`config.mk`:
```
export PLATFORM = sky130hd
export DESIGN_NAME = csa_mac_accumulator
export DESIGN_NICKNAME = d
export VERILOG_FILES = /design/src/rtl/csa_mac_accumulator.sv
export SDC_FILE = /design/constraint.sdc
export NUM_CORES = 1
export LEC_CHECK = 0
export ABC_AREA = 1
export BUFFER_PORTS_ARGS = -buffer_cell sky130_fd_sc_hd__buf_4
export CAP_MARGIN = 40
export CORE_MARGIN = 1.5
export CORE_UTILIZATION = 30
export DETAILED_ROUTE_END_ITERATION = 10
export PLACE_DENSITY = 0.57
export SYNTH_ARGS = -nofsm -noshare
export SYNTH_HDL_FRONTEND = slang
export SYNTH_SLANG_ARGS = --single-unit
```
`constraint.sdc`:
```
create_clock -name clk -period 1.74 [get_ports clk]
set_clock_uncertainty 0.05 [all_clocks]
set_input_delay 0.261 -clock clk [delete_from_list [all_inputs] [get_ports clk]]
set_output_delay 0.261 -clock clk [all_outputs]
set_load 0.05 [all_outputs]
```
`src/rtl/csa_mac_accumulator.sv`:
```
// Carry-save multiply-accumulate front end: compresses each 8x8 product into
// redundant sum/carry rows and presents the closed group on a valid/ready port.
module csa_mac_accumulator #(
  parameter int MAX_TERMS = 16
) (
  input  logic        clk,
  input  logic        reset_n,
  input  logic        in_valid,
  output logic        in_ready,
  input  logic [7:0]  in_a,
  input  logic [7:0]  in_w,
  input  logic        in_last,
  output logic        out_valid,
  input  logic        out_ready,
  output logic [19:0] out_sum,
  output logic [19:0] out_carry,
  output logic [4:0]  out_count
);

  typedef enum logic {ACC, HOLD} state_t;

  localparam logic [4:0] MAX_N = 5'(MAX_TERMS);

  state_t      state_q, state_d;
  logic [19:0] s_q, s_d, c_q, c_d;
  logic [4:0]  n_q, n_d;
  logic [19:0] out_sum_q, out_sum_d, out_carry_q, out_carry_d;
  logic [4:0]  out_count_q, out_count_d;

  logic [15:0] prod;
  logic [19:0] p, s_new, c_new, maj;
  logic [4:0]  n_new;
  logic        term_hs, out_hs, close;

  // Rows are cleared whenever a group closes, so a term taken while in HOLD
  // naturally starts a fresh group from zero without a separate path.
  always_comb begin
    prod  = in_a * in_w;
    p     = {4'b0, prod};
    s_new = s_q ^ c_q ^ p;
    maj   = (s_q & c_q) | (s_q & p) | (c_q & p);
    c_new = {maj[18:0], 1'b0};
    n_new = n_q + 5'd1;
  end

  always_comb begin
    in_ready = reset_n & ((state_q == ACC) | out_ready);
    term_hs  = in_valid & in_ready;
    out_hs   = (state_q == HOLD) & out_ready;
    close    = term_hs & (in_last | (n_new == MAX_N));
  end

  always_comb begin
    state_d     = state_q;
    s_d         = s_q;
    c_d         = c_q;
    n_d         = n_q;
    out_sum_d   = out_sum_q;
    out_carry_d = out_carry_q;
    out_count_d = out_count_q;
    if (close) begin
      s_d         = '0;
      c_d         = '0;
      n_d         = '0;
      out_sum_d   = s_new;
      out_carry_d = c_new;
      out_count_d = n_new;
      state_d     = HOLD;
    end else if (term_hs) begin
      s_d     = s_new;
      c_d     = c_new;
      n_d     = n_new;
      state_d = ACC;
    end else if (out_hs) begin
      state_d = ACC;
    end
  end

  always_ff @(posedge clk or negedge reset_n) begin
    if (!reset_n) begin
      state_q     <= ACC;
      s_q         <= '0;
      c_q         <= '0;
      n_q         <= '0;
      out_sum_q   <= '0;
      out_carry_q <= '0;
      out_count_q <= '0;
    end else begin
      state_q     <= state_d;
      s_q         <= s_d;
      c_q         <= c_d;
      n_q         <= n_d;
      out_sum_q   <= out_sum_d;
      out_carry_q <= out_carry_d;
      out_count_q <= out_count_d;
    end
  end

  assign out_valid = (state_q == HOLD);
  assign out_sum   = out_sum_q;
  assign out_carry = out_carry_q;
  assign out_count = out_count_q;

endmodule
```
==> results of run 1 <==
final cells by class:
type / instances / area share, %
multi-input cells: 534 / 46.4
flip-flops and latches: 89 / 25.0
repair buffers: 133 / 13.7
inverters: 178 / 7.55
well taps: 280 / 3.93
clock inverters: 6 / 0.744
clock buffers: 10 / 2.68
repair_timing:
| item | CTS | global route |
|---|---|---|
| gates resized for setup | 117 | 62 |
| setup buffers | 5 | 7 |
| setup endpoints to repair | 65 | 86 |
| pin swaps | 56 | 46 |
| gates cloned | 0 | 0 |
| hold buffers | 1 | 0 |
| hold endpoints to repair | 62 | 0 |
metal layers:
metal / vias to the layer above / track usage [%] / wire, µm
met5: - / 0 / 0
met4: 0 / 2.96 / 197
met3: 15 / 2.20 / 479
met2: 88 / 25.5 / 8130
met1: 2709 / 19.3 / 7440
li1: 2757 / - / -
power by group:
part	switching (mW)	leakage, nW	internal, mW
clock network	0.848	0.153	1.16
registers	0.361	1.19	2.62
logic	4.76	3.67	3.22
total	5.97	5.01	7.00
synth_stat cells:
cell type / count
ha_1: 42
xnor2_1: 7
nand3_2: 1
nand2_1: 286
nor2_1: 14
buf_2: 14
o21ai_0: 3
o21bai_1: 1
conb_1: 1
xor2_1: 2
a21oi_1: 9
buf_6: 8
and2_1: 1
inv_1: 177
clkbuf_1: 24
nand4_1: 48
nand3_1: 66
clkinv_1: 1
buf_4: 2
nand2_2: 1
dfrtp_1: 89
fa_1: 51
a21o_1: 1
cells by family (layout without fill, tap and decap cells):
logic type / after synthesis / after routing
AO/OA/AOI/OAI: 14 / 14
flip-flops: 89 / 89
buffers and inverters: 226 / 327
XOR/XNOR: 9 / 9
other: 1 / 1
AND/OR/NAND/NOR: 417 / 417
adder cells (fa/ha/maj): 93 / 93
path summary, 6_finish.rpt:
check,cells past startpoint,from,to
max,21,in_w[3],s_q[14]
min,3,in_last,out_count[2]
max reg2reg,10,n_q[0],out_sum[7]
min reg2reg,2,c_q[6],c_q[6]
max in group asynchronous,3,reset_n,out_sum[11]
min in group asynchronous,3,reset_n,out_count[1]
tightest hold or removal path, stage by stage:
cell and delay, ps:
buf_4 110, nand3_1 70, nand2_1 60
registers in the layout (all words and copies together) (netlist names):
signal	flops
out_sum	20
s_q	20
c_q	19
out_carry	19
n_q	5
out_count	5
out_valid	1
metrics by stage:
step	setup WS [ps]	std cells	hold WS, ps
floorplan	-2340	849	-84.6
global placement	-2610	1206	362
detailed placement	-2670	1206	361
CTS	-2170	1226	129
global route	-2350	1230	150
finish	-2190	1230	135
==> results.yml, run 1 <==
die:
  io_pins: 68
  die_area_mm2: 0.0230
  chipHeight_um: 152
  fp.dieW_um: 152
  rows: 54
  coreArea_mm2: 0.0218
  initial_core_util_pct: 30.5
synth:
  synth.area.mux_share_pct: 0
  synth.distinct_cells: 23
  synth_area_leaders: "dfrtp_1 34%, nand2_1 16%, fa_1 15%"
  synth.largest_area_cell: "dfrtp_1"
  synthXorXnorAreaFrac_pct: 1.19
  synth_area_mm2: 0.00664
  synth_seq_area_share_pct: 33.5
  synth_compound_area_share_pct: 1.13
  synthAdderAreaFrac_pct: 23.3
  synthSimpleGateAreaFrac_pct: 26.8
  synth_top_family_by_area: "simple AND/OR/NAND/NOR gates"
  synthCells: 849
  netlist.area_leader.share_pct: 33.5
  postSynthAreaPerCell_um2: 7.83
  synth_warnings: 0
  ys_seq_elements: 89
  synth_nets: 963
clocking:
  clock_sinks: 89
  clk_latency_ps: 340
  htree_levels: 3
  clock_tree.buffer_depth: 2
  clkSlewWorstSetupHoldPaths_ps: 70
  cts_tree: "done"
  root_buffer: "clkbuf_16"
  cts_buffers: 9
placed_design:
  portBuffers: 66
  dp_hpwl_um: 11900
  place_area_mm2: 0.00794
  place.gp.congestion: 0.803
sta:
  fin_crit_sh_pct: 226
  tns_ps: -95030
  hold_viol: 0
  rsz0062_at_grt: "true"
  setup_viol: 56
  fin_ws_ps: -2190
  layout_min_cycle_time_ps: 3930
  slew_viol_final: 0
  fmax_mhz: 255
power:
  ir_drop_v: 0.000560
  powerDensity_mw_per_mm2: 1450
  power_mw: 13.0
  p_leak_nw: 5.01
critical_path:
  path_cells: "buf_6, nand2_2, fa_1, fa_1, inv_2, fa_1, inv_1, fa_1, inv_2, ha_4, nand2_2, nand2_4, nand2_2, nand2_2, nand2_2, nand4_1, nand2_2, fa_1, inv_2, nand4_1, nand2_1"
  cpPeakStageDelay_ps: 530
  cp_num_buf_inv: 5
  cpMaxStageDelayCell: "fa_1"
  reg2reg_slack_ps: 90
  cpMostUsedCell: "nand2_2"
  critical-path-top-delay-family: "adder cells"
  crit_fanout: 7
  cp.arrival_ps: 4110
  critPathCaptureType: "register"
  crit_path_start_kind: "input pin"
  required_ps: 1930
  crit_type: "in2reg"
cells_and_area:
  post-route-util_pct: 41.0
  final_cell_mix: "229 x nand2_1, 128 x inv_1, 103 x buf_4"
  areaGrowthSynthToFinish_pct: 34.2
  register_area_mm2: 0.00223
  final_layout_size_suffix_gt1_share_pct: 33.4
  layout_commonest_cell: "nand2_1"
  multi_input_area_mm2: 0.00414
  fillers: 2214
  layout.nets: 1059
  antenna_cells: 0
  stdcell_area_mm2: 0.00892
outcome:
  status: "complete, but fails checks"
  violations: "negative setup slack"
route:
  drtPass1Iterations: 4
  drc_errors: 0
  wl_um: 16200
  vias: 5569
  ant_nets: 0
  drt-initial-drc-count: 308
  wire_per_inst_um: 13.2
  vias_per_cell: 4.53
global_routing:
  first_global_vias: 5875
  gr-total-overflow: 0
  antenna_found_initial: 0
  grt_pass1_wl_um: 28200
  grt_usage_pct: 14.7
  grt_max_degree: 90
worst_hold_path:
  worstHoldPathType: "in2reg"
job:
  maxCapViolations: 0
(Power assumes the default switching activity.)
==> run 2, diff against run 1 <==
==> constraint.sdc (replaced) <==
create_clock -name clk -period 4.3 [get_ports clk]
set_clock_uncertainty 0.05 [all_clocks]
set_input_delay 0.645 -clock clk [delete_from_list [all_inputs] [get_ports clk]]
set_output_delay 0.645 -clock clk [all_outputs]
set_load 0.05 [all_outputs]
==> results.yml, run 2 (synthesized netlist as in run 1, its figures left out) <==
outcome:
  status: "complete, but fails checks"
  violations: "negative setup slack"
cells_and_area:
  fillers: 2247
  final_cell_mix: "253 x nand2_1, 156 x inv_1, 95 x buf_4"
  layout.nets: 1035
  post-route-util_pct: 38.5
  final_layout_size_suffix_gt1_share_pct: 23.6
  areaGrowthSynthToFinish_pct: 26.1
  antenna_cells: 0
  layout_commonest_cell: "nand2_1"
critical_path:
  path_cells: "buf_4, buf_4, nand2_1, fa_1, inv_1, fa_1, fa_1, ha_1, ha_1, nand2_1, nor2_1, nand3_2, nand4_1, nand2_2, fa_2, inv_2, nand4_1, nand2_1"
  crit_fanout: 6
  crit_type: "in2reg"
  crit_path_start_kind: "input pin"
  cp.arrival_ps: 4530
  cpMaxStageDelayCell: "fa_1"
  required_ps: 4490
  cpPeakStageDelay_ps: 540
  critPathCaptureType: "register"
die:
  chipHeight_um: 152
  die_area_mm2: 0.0230
  rows: 54
  initial_core_util_pct: 30.5
  fp.dieW_um: 152
  io_pins: 68
  coreArea_mm2: 0.0218
sta:
  slew_headroom_pct: 40.3
  fmax_mhz: 231
  layout_min_cycle_time_ps: 4330
  worst_pin_slew_ps: 892
  rsz0062_at_grt: "true"
  fin_crit_sh_pct: 101
  setup_viol: 3
  slew_viol_final: 0
  hold_viol: 0
  holdWs_ps: 401
  fin_ws_ps: -34.8
clocking:
  cts_tree: "done"
  clock_tree.buffer_depth: 2
  cts_hold_buf: 0
  cts_buffers: 9
  clock_sinks: 89
  clk_latency_ps: 340
  htree_levels: 3
  clkSlewWorstSetupHoldPaths_ps: 70
  root_buffer: "clkbuf_16"
global_routing:
  grt_max_degree: 49
  grt_pass1_wl_um: 28100
  antenna_found_initial: 0
  grt_usage_pct: 14.7
  first_global_vias: 5835
  gr-total-overflow: 0
worst_hold_path:
  worstHoldPathType: "in2async"
placed_design:
  dp_hpwl_um: 11400
  portBuffers: 66
  place.gp.congestion: 0.814
power:
  p_leak_nw: 4.87
  powerDensity_mw_per_mm2: 598
  ir_drop_v: 0.000249
route:
  vias_per_cell: 4.59
  ant_nets: 0
  drtPass1Iterations: 5
  vias: 5536
  drt-initial-drc-count: 293
  wl_um: 16300
  drc_errors: 0
  wire_per_inst_um: 13.5
job:
  maxCapViolations: 0
==> run 2: where the power goes <==
group / total, mW / internal (mW) / switching [mW]
Sequential: 1.21 / 1.06 / 0.147
Clock: 0.788 / 0.449 / 0.339
Combinational: 3.01 / 1.17 / 1.84
==> run 2: critical path: cells and delay by family <==
| family | cells | cell delay [ps] |
|---|---|---|
| fa+ha+maj | 6 | 2620 |
| simple gates | 8 | 930 |
| buf+inv | 4 | 340 |
==> run 2: routing by layer <==
layer / wire (µm) / track usage, %
met1: 7200 / 18.8
met2: 8140 / 25.6
met3: 682 / 2.88
met4: 277 / 3.33
met5: 0 / 0
==> run 2: path summary, 6_finish.rpt <==
check                          start         end  slack (ps)  depth (start not counted)
max                          in_a[6]     s_q[15]         -30                         18
min                          reset_n  out_sum[8]         400                          2
max reg2reg                out_valid  out_sum[0]        1930                          8
min reg2reg                  c_q[15]     c_q[15]         430                          2
max in group asynchronous    reset_n      n_q[2]        2790                          3
min in group clk             c_q[15]     c_q[15]         430                          2
==> run 2: layout make-up <==
| cell class | count | area [µm²] | share of cell area [%] |
|---|---|---|---|
| clock inverters | 6 | 67.6 | 0.806 |
| multi-input cells | 534 | 3910 | 46.7 |
| inverters | 178 | 673 | 8.03 |
| clock buffers | 9 | 225 | 2.69 |
| well taps | 280 | 350 | 4.18 |
| repair buffers | 109 | 927 | 11.1 |
| flip-flops and latches | 89 | 2230 | 26.6 |
==> run 2: what timing repair did <==
item	CTS	global route
resized for setup	37	85
endpoints found under the hold margin	0	0
setup buffers	0	2
pin swaps	19	60
endpoints found under the setup margin	16	32
==> run 2: stage by stage <==
step | instances | setup WS, ps | power (mW) | TNS (ps) | area (µm²)
CTS | 1204 | -12.2 | 4.75 | -30.0 | 8070
global route | 1205 | -202 | 5.42 | -2400 | 8380
floorplan | 849 | -160 | 3.02 | -1890 | 6870
global placement | 1189 | -414 | 3.82 | -11910 | 7640
finish | 1205 | -34.8 | 5.01 | -69.7 | 8380
detailed placement | 1189 | -438 | 3.83 | -12570 | 7640
==> run 3, diff against run 2 <==
--- a/config.mk
+++ b/config.mk
@@ -11,7 +11,7 @@
 export CORE_MARGIN = 1.5
 export CORE_UTILIZATION = 30
 export DETAILED_ROUTE_END_ITERATION = 10
-export PLACE_DENSITY = 0.57
+export PLACE_DENSITY = 0.59
 export SYNTH_ARGS = -nofsm -noshare
 export SYNTH_HDL_FRONTEND = slang
 export SYNTH_SLANG_ARGS = --single-unit
==> constraint.sdc (replaced) <==
create_clock -name clk -period 3.8 [get_ports clk]
set_clock_uncertainty 0.05 [all_clocks]
set_input_delay 0.57 -clock clk [delete_from_list [all_inputs] [get_ports clk]]
set_output_delay 0.57 -clock clk [all_outputs]
set_load 0.05 [all_outputs]
==> results.yml, run 3 (synthesized netlist as in run 1, its figures left out) <==
die:
  rows: 54
  chipHeight_um: 152
  initial_core_util_pct: 30.5
  die_area_mm2: 0.0230
  io_pins: 68
  coreArea_mm2: 0.0218
  fp.dieW_um: 152
cells_and_area:
  antenna_cells: 0
  final_cells: 1211
  layout.nets: 1040
  areaGrowthSynthToFinish_pct: 28.8
  final_cell_mix: "246 x nand2_1, 147 x inv_1, 94 x buf_4"
  layout_commonest_cell: "nand2_1"
  post-route-util_pct: 39.3
  final_layout_size_suffix_gt1_share_pct: 26.5
placed_design:
  place.gp.congestion: 0.802
  dp_hpwl_um: 11600
  portBuffers: 66
  placed_cells: 1192
sta:
  tns_ps: -9760
  worst_pin_slew_ps: 839
  fin_crit_sh_pct: 112
  slew_viol_final: 0
  setup_viol: 37
  rsz0062_at_grt: "true"
  layout_min_cycle_time_ps: 4240
  fin_ws_ps: -440
  slew_headroom_pct: 43.9
  hold_viol: 0
  fmax_mhz: 236
power:
  ir_drop_v: 0.000267
  powerDensity_mw_per_mm2: 687
  p_leak_nw: 4.90
clocking:
  clkSlewWorstSetupHoldPaths_ps: 60
  cts_hold_buf: 0
  cts_tree: "done"
  cts_buffers: 9
  clock_tree.buffer_depth: 2
  clk_latency_ps: 340
  root_buffer: "clkbuf_16"
  htree_levels: 3
  clock_sinks: 89
route:
  drc_errors: 0
  drtPass1Iterations: 5
  wl_um: 16400
  drt-initial-drc-count: 278
  vias: 5486
  wire_per_inst_um: 13.5
  ant_nets: 0
  vias_per_cell: 4.53
critical_path:
  crit_path_start_kind: "input pin"
  cp.arrival_ps: 4420
  crit_fanout: 4
  reg2reg_slack_ps: 1570
  crit_type: "in2reg"
  critPathCaptureType: "register"
  required_ps: 3980
outcome:
  violations: "negative setup slack"
  status: "complete, but fails checks"
global_routing:
  grt_pass1_wl_um: 28000
  gr-total-overflow: 0
  antenna_found_initial: 0
  grt_usage_pct: 14.7
  first_global_vias: 5751
  grt_max_degree: 48
job:
  maxCapViolations: 0
worst_hold_path:
  worstHoldPathType: "in2async"
-- run 3: cell types whose count changed in the layout (fill, tap and decap cells not counted), sizes merged --
cell,delta
buf,+5
bufinv,+1
clkbuf,+3
clkinv,-1
clkinvlp,-1
inv,-1
-- run 3: repair_timing --
action,4_1_cts,5_1_grt
gates resized for setup,95,43
hold endpoints to repair,0,0
setup buffers,5,1
pin swaps,70,40
endpoints found under the setup margin,42,42
-- run 3: cell type report --
cell class / instances / area [µm²]
Timing Repair Buffer: 114 / 996
Sequential cell: 89 / 2230
Multi-Input combinational cell: 534 / 3990
Inverter: 178 / 671
Tap cell: 280 / 350
Fill cell: 2196 / 13200
Clock buffer: 12 / 246
Clock inverter: 4 / 76.3
-- run 3: path summary, 6_finish.rpt --
path,startpoint,endpoint,cells past startpoint
max in group asynchronous,reset_n,out_carry[6],3
min in group clk,s_q[3],s_q[3],2
setup reg to reg,n_q[0],out_sum[2],8
hold / removal,reset_n,out_sum[5],1
hold reg to reg,s_q[3],s_q[3],2
setup / recovery,in_a[1],s_q[15],21
-- run 3: power breakdown --
part	total [mW]	internal, mW	switching, mW
clock	0.975	0.596	0.379
combinational	3.53	1.39	2.14
sequential	1.37	1.20	0.171
-- run 3: worst max-delay path, cell delays in order --
cell	delay, ps
buf_8	110
nand2_2	60
inv_2	40
fa_1	580
fa_1	440
fa_1	500
inv_2	40
fa_1	510
inv_2	50
ha_4	300
nand2_2	50
nand2_2	80
nand2_1	60
nand2_2	70
nand2_1	60
nand4_1	100
nand2_2	80
fa_2	520
inv_1	50
nand4_1	80
nand2_1	60
-- run 3: layer usage --
metal  vias to the layer above  share of wire (%)  GRT usage (%)
met1                      2662                 45           18.8
met3                        17                3.5           2.94
met2                        90                 50           25.4
met5                         -                  0              0
li1                       2717                  -              -
met4                         0                1.6           3.56
-- run 3: through the flow --
stage	cell area [µm²]	hold slack [ps]	power (mW)	setup WS, ps
after CTS	8440	46.1	5.83	-434
after global routing	8560	50.1	6.34	-605
after detailed placement	7740	415	4.39	-874
after floorplan	6930	224	3.47	-585
final	8560	47.4	5.88	-440
after global placement	7710	413	4.36	-842
